===== src/rtl/mem_arbiter.sv =====
// Two-client line arbiter: instruction and data caches share one downstream memory port.
// One transaction in flight; ties in IDLE alternate via last_grant.
//
// state   | meaning
// IDLE    | no downstream strobe; arbitrate pending I/D requests
// SERVE_I | instruction-cache line read outstanding downstream
// SERVE_D | data-cache read or writeback outstanding downstream
module mem_arbiter #(
    parameter int LINE_WIDTH = 256,
    parameter int ADDR_WIDTH = 32
) (
    input  logic                  clk,
    input  logic                  rst,
    input  logic                  i_pmem_read,
    input  logic [ADDR_WIDTH-1:0] i_pmem_address,
    output logic [LINE_WIDTH-1:0] i_pmem_rdata,
    output logic                  i_pmem_resp,
    input  logic                  d_pmem_read,
    input  logic                  d_pmem_write,
    input  logic [ADDR_WIDTH-1:0] d_pmem_address,
    input  logic [LINE_WIDTH-1:0] d_pmem_wdata,
    output logic [LINE_WIDTH-1:0] d_pmem_rdata,
    output logic                  d_pmem_resp,
    output logic                  pmem_read,
    output logic                  pmem_write,
    output logic [ADDR_WIDTH-1:0] pmem_address,
    output logic [LINE_WIDTH-1:0] pmem_wdata,
    input  logic [LINE_WIDTH-1:0] pmem_rdata,
    input  logic                  pmem_resp
);

    typedef enum logic [1:0] {
        IDLE    = 2'd0,
        SERVE_I = 2'd1,
        SERVE_D = 2'd2
    } state_t;

    state_t                state;
    state_t                state_next;
    logic                  last_grant_d;
    logic                  last_grant_d_next;
    logic [ADDR_WIDTH-1:0] hold_addr;
    logic [LINE_WIDTH-1:0] hold_wdata;
    logic                  hold_write;
    logic                  i_req;
    logic                  d_req;
    logic                  grant_i;
    logic                  grant_d;

    assign i_req = i_pmem_read;
    assign d_req = d_pmem_read | d_pmem_write;

    always_comb begin
        state_next        = state;
        last_grant_d_next = last_grant_d;
        grant_i           = 1'b0;
        grant_d           = 1'b0;
        pmem_read         = 1'b0;
        pmem_write        = 1'b0;
        i_pmem_resp       = 1'b0;
        d_pmem_resp       = 1'b0;
        case (state)
            IDLE: begin
                // On a tie D wins unless D was the last one served.
                if (d_req && (!i_req || !last_grant_d)) begin
                    grant_d    = 1'b1;
                    state_next = SERVE_D;
                end else if (i_req) begin
                    grant_i    = 1'b1;
                    state_next = SERVE_I;
                end
            end
            SERVE_I: begin
                pmem_read = 1'b1;
                if (pmem_resp) begin
                    i_pmem_resp       = 1'b1;
                    last_grant_d_next = 1'b0;
                    state_next        = IDLE;
                end
            end
            SERVE_D: begin
                pmem_read  = ~hold_write;
                pmem_write = hold_write;
                if (pmem_resp) begin
                    d_pmem_resp       = 1'b1;
                    last_grant_d_next = 1'b1;
                    state_next        = IDLE;
                end
            end
            default: state_next = IDLE;
        endcase
    end

    always_ff @(posedge clk) begin
        if (rst) begin
            state        <= IDLE;
            last_grant_d <= 1'b0;
            hold_addr    <= '0;
            hold_wdata   <= '0;
            hold_write   <= 1'b0;
        end else begin
            state        <= state_next;
            last_grant_d <= last_grant_d_next;
            if (grant_i) begin
                hold_addr  <= i_pmem_address;
                hold_write <= 1'b0;
            end
            if (grant_d) begin
                // A combined read+write request is the writeback half of a miss.
                hold_addr  <= d_pmem_address;
                hold_write <= d_pmem_write;
                if (d_pmem_write) begin
                    hold_wdata <= d_pmem_wdata;
                end
            end
        end
    end

    assign pmem_address = hold_addr;
    assign pmem_wdata   = hold_wdata;
    assign i_pmem_rdata = pmem_rdata;
    assign d_pmem_rdata = pmem_rdata;

endmodule


===== config.mk =====
export PLATFORM = sky130hd
export DESIGN_NAME = mem_arbiter
export DESIGN_NICKNAME = d
export VERILOG_FILES = /design/src/rtl/mem_arbiter.sv
export SDC_FILE = /design/constraint.sdc
export NUM_CORES = 1
export LEC_CHECK = 0
export ABC_CLOCK_PERIOD_IN_PS = 3550
export CORE_AREA = 8 8 535 537
export CTS_CLUSTER_SIZE = 10
export DETAILED_ROUTE_END_ITERATION = 6
export DIE_AREA = 0 0 543 545
export PLACE_DENSITY = 0.35
export SYNTH_ARGS = -nofsm -noshare
export SYNTH_HDL_FRONTEND = slang
export SYNTH_SLANG_ARGS = --single-unit

===== constraint.sdc =====
create_clock -name clk -period 3.55 [get_ports clk]
set_input_delay 1.065 -clock clk [delete_from_list [all_inputs] [get_ports clk]]
set_output_delay 1.065 -clock clk [all_outputs]
set_load 0.1 [all_outputs]

==> reports/results.ini <==
[global_routing]
grt.overflow.total=0
grt_pass1_wl_mm=192
grt_start_max_net_pins=122
antenna_found_initial=102
grt.total_usage_pct=10.2
grt_pass1_vias=14000

[routing]
first_iter_violations=844
ant_nets=0
drc=0
num_vias=14100
via_per_inst=2.50
drt_pass1_iterations=5
routedWlPerCell_um=28.3
finalWirelength_mm=160

[worst_setup_path]
crit_path_max_incr_delay_ns=0.74
worstPathCellList=clkdlybuf4s50_1 -> and2_1 -> buf_12
crit_fanout=4
critical_path_class=input pin to output port
critPathCaptureType=output port
r2r-end=pmem_wdata[204]
cp.arrival_ns=2.33
cp-startpoint=pmem_resp
startpoint_type=input pin
cp_slowest_cell=clkdlybuf4s50_1
reg2reg_depth=7
regToRegSetupSlack_ns=1.43
crit_required_ns=2.48
r2r_start=state[0]
setup.worst_path.end=d_pmem_resp

[finish]
syn2layout_area_growth_pct=50.2
fin_cells=5655
final_cell_mix=323 x clkdlybuf4s50_1, 292 x dfxtp_1, 290 x a21oi_1, 289 x buf_4, 256 x nand3_1
final_area_um2=22600
drive_gt1_share_pct=22.4
regArea_um2=5850
final_common_cell=clkdlybuf4s50_1
multi_input_area_um2=4600
nFillCells=32500
fin_nets=2463

[power]
p_leak_nw=7.33
pwr-share-seq_pct=26.2
power.density_nw_per_um2=653
power_switching_mw=7.13
p_sw_share_pct=48.4
intPower_mw=7.62
p_clk_share_pct=32.1
pwr-share-comb_pct=41.7
ir_worst_vdd_mv=0.364
finalPower_mw=14.7

[clock_network]
ctsResizeCount=0
htree_levels=2
tritoncts=built
cts_post_setup_buffers_inserted=0
clkTransAtPathRegs_ns=0.05
numClockSinks=292
cts_hold_buffers=0
clock_latency_ns=0.66
cts_buffers=45
cts_buffer_depth=3
root_buffer=clkbuf_16

[placement]
hpwlAfterDp_mm=136
place_inst=5554
numPortBuffers=617
gp_congestion=0.822
dp_slack_ns=0.0897
dpl_cell_area_um2=21000

[logic_synthesis]
ys.warnings.count=0
syn_avg_cell_area_um2=8.11
synth_top_family_by_area=buffers and inverters
asyncSetResetFlopFracSynth_pct=0
synthMuxAreaShare_pct=0
synth-seq-cells=292
synth_fp_nets=2440
seq_area_frac_synth_pct=38.9
netlist_instances=1854
syn_area_um2=15000
synth-simple-area-share_pct=8.97
synth-compound-area-share_pct=21.2
synth-main-ff-cell=dfxtp_1
yosysUniqueCellTypes=28
synthXorXnorAreaFrac_pct=0
synth_fa_ha_area_share_pct=0.333
synth_edf_count=0

[min_path]
hp-class=flop to flop

[die]
num_io_pins=1386
initial_core_util_pct=5.41
die_w_um=543
rows=194
die_area_um2=296000
core_area_um2=278000
die_y_um=545

[sta]
finalCritPeriodShare_pct=95.5
setup_viol=0
fin_crit_ns=3.39
tns_ns=0
worst_slew_pin_slew_ns=1.02
slew_headroom_pct=31.8
finalHoldViolCount=0
final.setup.worst_slack_ns=0.159
skew_ns=0.0217
rsz0062_at_grt=no
fmax_ghz=0.295
slew_viol_final=0

[job]
drv_cap=0

[status]
outcome=finished, final reports clean

[final cells by class]
cell class	instances	share of cell area (%)
Clock buffer	65	5.67
Sequential cell	292	25.9
Multi-Input combinational cell	860	20.4
Tap cell	3724	20.6
Timing Repair Buffer	643	25.7
Antenna cell	18	0.199
Inverter	35	0.615
Clock inverter	18	0.975
[flip-flops by register name, summed over array words and instances, names as in the netlist]
register	cells
last_grant_d	1
pmem_wdata	256
pmem_address	32
state	2
hold_write	1
[metal layers]
layer | global-route usage, % | up-vias | part of all wire, %
li1 | - | 5933 | -
met1 | 7.68 | 6485 | 26
met2 | 15.9 | 1149 | 43
met3 | 11.4 | 537 | 24
met4 | 5.36 | 34 | 6.5
met5 | 0.176 | - | 0.18
[metrics by stage]
stage	util (%)	hold slack, ns
2_1_floorplan	-	0.480
3_3_place_gp	7.57	0.462
3_5_place_dp	7.57	0.467
4_1_cts	8.11	0.476
5_1_grt	8.12	0.497
6_report	8.13	0.476
[how the worst min path moves through the flow]
stage	slack (ns)	depth (start not counted)	from	end
2_1_floorplan	0.48	2	hold_write	hold_write
3_3_place_gp	0.46	2	pmem_wdata[87]	pmem_wdata[87]
3_5_place_dp	0.47	2	pmem_wdata[214]	pmem_wdata[214]
4_1_cts	0.48	2	pmem_wdata[223]	pmem_wdata[223]
5_1_grt	0.50	2	pmem_wdata[116]	pmem_wdata[116]
6_report	0.48	2	pmem_wdata[223]	pmem_wdata[223]
[synthesized netlist by cell type (all sizes together), types with 2 or more instances]
cell    number  area share [%]
a21oi      290             9.7
and2         3            0.12
buf        546              27
clkbuf     121             3.0
dfxtp      292              39
ha           4            0.33
inv         35            0.87
nand3      256             8.5
nor2         3           0.075
nor2b        2           0.083
o21ai      258             8.6
o221a       32             2.4
o31ai        2            0.19
[power by group through the flow]
stage / clock [mW] / combinational (mW) / sequential (mW)
after floorplan: 0 / 3.95 / 6.57
after global placement: 0 / 6.31 / 3.93
after detailed placement: 0 / 6.31 / 3.94
after CTS: 5.00 / 6.32 / 3.87
after global routing: 5.08 / 6.50 / 3.92
final: 4.73 / 6.15 / 3.87
[worst max-delay path, delay by kind of cell]
family | cells | cell delay (ns)
buf+inv | 2 | 0.93
simple gates | 1 | 0.28
[logic make-up after synthesis]
family / after synthesis
AO/OA/AOI/OAI: 588
adder cells (fa/ha/maj): 4
buffers and inverters: 702
flip-flops: 292
AND/OR/NAND/NOR: 268
(Power assumes the default switching activity.)
